[src/rtl/mpeg_audio_pacer.sv]
// MPEG audio pacer: fractional-rate sample pump from a FIFO into a
// left/right output pair, with prefill, underrun recovery and mute.
module mpeg_audio_pacer #(
  parameter logic [31:0] PHASE_INC = 32'd147,
  parameter logic [31:0] PHASE_MOD = 32'd100000
) (
  input  logic        clk,
  input  logic        reset,
  input  logic        enable,
  input  logic        mute,
  input  logic        fifo_valid,
  input  logic [15:0] fifo_sample,
  input  logic        fifo_half_full,
  output logic        fifo_strobe,
  output logic [15:0] left,
  output logic [15:0] right,
  output logic        frame_strobe,
  output logic        playing,
  output logic [15:0] underrun_count
);

  localparam logic [1:0] S_IDLE     = 2'd0;
  localparam logic [1:0] S_PREFILL  = 2'd1;
  localparam logic [1:0] S_PLAY     = 2'd2;
  localparam logic [1:0] S_UNDERRUN = 2'd3;

  logic [1:0]  state;
  logic [31:0] acc;
  logic [32:0] acc_sum;
  logic        tick;
  logic        lr;
  logic [15:0] left_buf;
  logic [15:0] sample_w;

  assign acc_sum = {1'b0, acc} + {1'b0, PHASE_INC};
  assign tick = enable && (acc_sum >= {1'b0, PHASE_MOD});

  assign fifo_strobe = !reset && enable && (state == S_PLAY)
                    && tick && fifo_valid;
  assign playing  = (state == S_PLAY);
  assign sample_w = mute ? 16'h0000 : fifo_sample;

  always_ff @(posedge clk) begin
    if (reset || !enable) begin
      acc <= '0;
    end else if (tick) begin
      acc <= 32'(acc_sum - {1'b0, PHASE_MOD});
    end else begin
      acc <= acc_sum[31:0];
    end
  end

  // Left is staged so the outputs only ever change as a complete pair.
  always_ff @(posedge clk) begin
    if (reset) begin
      state          <= S_IDLE;
      lr             <= 1'b0;
      left_buf       <= '0;
      left           <= '0;
      right          <= '0;
      frame_strobe   <= 1'b0;
      underrun_count <= '0;
    end else if (!enable) begin
      state        <= S_IDLE;
      lr           <= 1'b0;
      left_buf     <= '0;
      left         <= '0;
      right        <= '0;
      frame_strobe <= 1'b0;
    end else begin
      frame_strobe <= 1'b0;
      unique case (state)
        S_IDLE: begin
          state <= S_PREFILL;
          lr    <= 1'b0;
        end
        S_PREFILL: begin
          if (fifo_half_full) state <= S_PLAY;
        end
        S_PLAY: begin
          if (tick && fifo_valid) begin
            lr <= ~lr;
            if (!lr) begin
              left_buf <= sample_w;
            end else begin
              left         <= left_buf;
              right        <= sample_w;
              frame_strobe <= 1'b1;
            end
          end else if (tick) begin
            state    <= S_UNDERRUN;
            left     <= '0;
            right    <= '0;
            left_buf <= '0;
            if (underrun_count != 16'hFFFF)
              underrun_count <= underrun_count + 16'd1;
          end
        end
        S_UNDERRUN: begin
          if (fifo_half_full) begin
            state <= S_PLAY;
            lr    <= 1'b0;
          end
        end
        default: state <= S_IDLE;
      endcase
    end
  end

endmodule
[config.mk]
export PLATFORM = sky130hd
export DESIGN_NAME = mpeg_audio_pacer
export DESIGN_NICKNAME = d
export VERILOG_FILES = /design/src/rtl/mpeg_audio_pacer.sv
export SDC_FILE = /design/constraint.sdc
export NUM_CORES = 1
export LEC_CHECK = 0
export CAP_MARGIN = 10
export CORE_MARGIN = 3
export CORE_UTILIZATION = 28
export CTS_CLUSTER_DIAMETER = 80
export DETAILED_ROUTE_END_ITERATION = 10
export PLACE_DENSITY = 0.44
export SETUP_SLACK_MARGIN = 0.1
export SYNTH_ARGS = -nofsm -noshare
export SYNTH_HDL_FRONTEND = slang
export SYNTH_SLANG_ARGS = --single-unit
[constraint.sdc]
create_clock -name clk -period 7 [get_ports clk]
set_clock_uncertainty 0.05 [all_clocks]
set_input_delay 2.1 -clock clk [delete_from_list [all_inputs] [get_ports clk]]
set_output_delay 2.1 -clock clk [all_outputs]
set_load 0.05 [all_outputs]
==> results.md <==
* Number of global-route vias before repair at approximately 4600
* Register area at 2000 um2
* Starting Density at 28.8%
* Via-to-Cell Ratio at 5.23
* Pleak at 0.00227 uW
* Pwr/cell area at 251 nW/um2
* Port Buffers at 72
* Final setup fails at 0
* Post-Synth Simple-Gate Area at 24.0%
* Clk slew on worst S/H paths at 70 ps
* Detail Route Antenna Nets at 0
* Routability cong. at between 0.8 and 0.9
* Number of diodes at 0
* Share of layout cells above drive strength 1 at under 10%
* Mapped Area at between 5000 and 6000 um2
* Worst r2r src: acc[0]
* Setup TNS at 0 ps
* Post-placement cell area at 6130 um2
* Nets at roughly 660
* Largest net degree at the start of global routing at 35
* Compound-Gate Fraction of Synth Area at 23.0%
* Avg Inst Size Synth at 9.06 um2
* Starting DRC count in detailed routing at 245
* Routed vias at 4558
* Total CTS buffers at 9
* Filler Cells Inserted at 1880
* First-pass GRT wire length at roughly 24 mm
* RSZ-0062 raised after global routing: false
* Top_reg_cell synth: dfxtp_1
* Critical Path Source: acc[0]
* Post-synthesis adder-cell area fraction at less than 1%
* Reg2reg setup slack at around 2300 ps
* Clock buffer depth at 2
* Critical path fanouts, max at 11
* Max-Cap Viols at 0
* Fmax at 156 MHz
* Worst Min Path Start: left_buf[0]
* Pre-antenna DRT Iters at 5
* Worst Path Arrival at 4280 ps
* Async set-or-reset flop fraction in the synthesized netlist at 0%
* Most common cell in the netlist: dfxtp_1
* CP Class: flip-flop to primary output
* Remaining DRCs at 0
* WL final at 14.6 mm
* Overflow after GRT at 0
* Htree depth at 3
* Worst hold path type: flip-flop to flip-flop
* Clk_lat worst skew at 350 ps
* Final hold slack at 428 ps
* Sequential fraction of the synthesis area at between 30% and 40%
* #FFs+latches synth at 100
* Gr usage total at 14.7%
* CTS Root Cell: clkbuf_16
* Post-CTS setup buffer count at 0
* Synth Instances at about 580
* Post-Syn Nets at 602
* Distinct cells, synth at 71
* Status: completed
* Multi-input logic area at 2990 um2
* Top Ports at 73
* Max-Slew Margin vs Limit at between 30% and 40%
* # resized after CTS at 0
* Most frequent cells after synthesis: 100 x dfxtp_1, 51 x nor2_1, 48 x a22o_1
* Placed insts at between 800 and 900
* Post-layout instance area at 6440 um2
* Slew at the pin with the worst max-slew slack at 1010 ps
* Non-Filler Instances at roughly 870
* DP HPWL at around 10 mm
* Power Total at 1620 uW
* WL/cell at around 17 um
* Slew Limit Fails at 0
* Min Clock Period, post-route at about 6400 ps
* Startpoint Class: flip-flop
* Die width at 143 um
* Critical path capture point type: primary output
* Max rail drop VDD at around 0.13 mV
* Layout area overhead at 23.3%
* Final Hold Viols at 0
* Part of the cycle the worst path needs at 91.9%
* Synth area leaders: dfxtp_1 38%, a22o_1 8.1%, xnor2_1 5.0%
* Synth Area in XOR/XNOR at around 8.6%
* Area leader, netlist: dfxtp_1
* Die Ht at ~140 um
* Post-synth EDFFs at 0
* Die area at slightly above 20000 um2
* Yosys Warn Count at 0
* Antenna violations before repair at 0
* Largest family of logic cells by synthesized area: simple AND/OR/NAND/NOR gates
* Core Rows at 49
* Clock sink count at 100
* Area fraction of the dominant cell type after synthesis at 38.4%
* CTS tree: built
* Post-cts hold buffer count at 0
* Core area at around 18000 um2
* Mux cell area share after synthesis at less than 1%
* Worst EP required at 4850 ps
==> sequential cells by signal, indices dropped and copies added, names as in the netlist <==
register,flops
left,16
left_buf,16
frame_strobe,1
state,2
underrun_count,16
lr,1
acc,32
right,16
==> where the power goes <==
group          internal [uW]  total (uW)  leakage [uW]  switching (uW)
clock network            259         516      0.000152             257
logic                    174         466       0.00131             292
registers                593         635      0.000808            41.8
total                   1030        1620       0.00227             591
==> worst max-delay path, cell delays in order, from the launching register on <==
cell and delay, ps:
dfxtp_1 470, inv_1 70, ha_1 240, and3b_2 390, o21ai_0 130, xor2_1 240
ha_1 260, nor2_1 60, a221o_1 340, o22ai_2 210, a41o_2 330, or4b_1 530
o21ai_4 350, nor2_1 140, buf_12 170
==> cells by family after synthesis <==
group | Yosys count
flip-flops | 100
AO/OA/AOI/OAI | 148
XOR/XNOR | 51
multiplexers | 4
buffers and inverters | 44
AND/OR/NAND/NOR | 225
adder cells (fa/ha/maj) | 4
==> metrics by stage <==
step / setup slack [ps] / util, %
after floorplan: 1330 / -
after global placement: 902 / 33.8
after detailed placement: 822 / 33.8
after CTS: 400 / 35.5
after global routing: 192 / 35.5
final: 570 / 35.5
==> placed cells by master, fill, tap and decap left out, types with 3 or more instances in the layout <==
cell             instances
dfxtp_1                100
clkdlybuf4s50_1         71
nor2_1                  51
a22o_1                  48
nand2_1                 32
xnor2_1                 30
nand3_1                 29
nand4_1                 22
xor2_1                  21
a21oi_1                 20
nor3_1                  18
o21ai_0                 17
inv_1                   12
and3_1                  10
nor4_1                  10
nor2b_1                  9
clkbuf_16                9
buf_4                    9
o211ai_1                 6
or3_1                    6
o2111ai_1                6
or4_1                    6
o31ai_1                  5
nand2b_1                 4
and4_1                   4
o21ai_1                  4
ha_1                     4
o211ai_2                 3
nor2_4                   3
nand3b_1                 3
a21o_1                   3
nor4_2                   3
a211oi_1                 3
o21a_1                   3
o31a_1                   3
o21ba_1                  3
inv_6                    3
==> routing by layer <==
metal	global-route usage, %	up-vias	wire (um)
met4	3.90	0	108
met3	3.53	8	657
li1	-	2272	-
met2	23.3	84	6860
met5	0	-	0
met1	20.1	2194	6940
==> final cells by class <==
cell class                      count  area share [%]
Timing Repair Buffer               81            12.4
Sequential cell                   100            31.1
Inverter                           13           0.758
Tap cell                          229            4.45
Clock inverter                      7            1.34
Multi-Input combinational cell    432            46.5
Clock buffer                        9            3.50
==> worst paths after layout <==
| kind | depth (start not counted) | endpoint |
|---|---|---|
| max reg2reg | 15 | right[2] |
| max | 14 | fifo_strobe |
| min | 1 | left_buf[0] |
| min reg2reg | 1 | left_buf[0] |
Note: power is estimated with default switching activity, not from simulation.
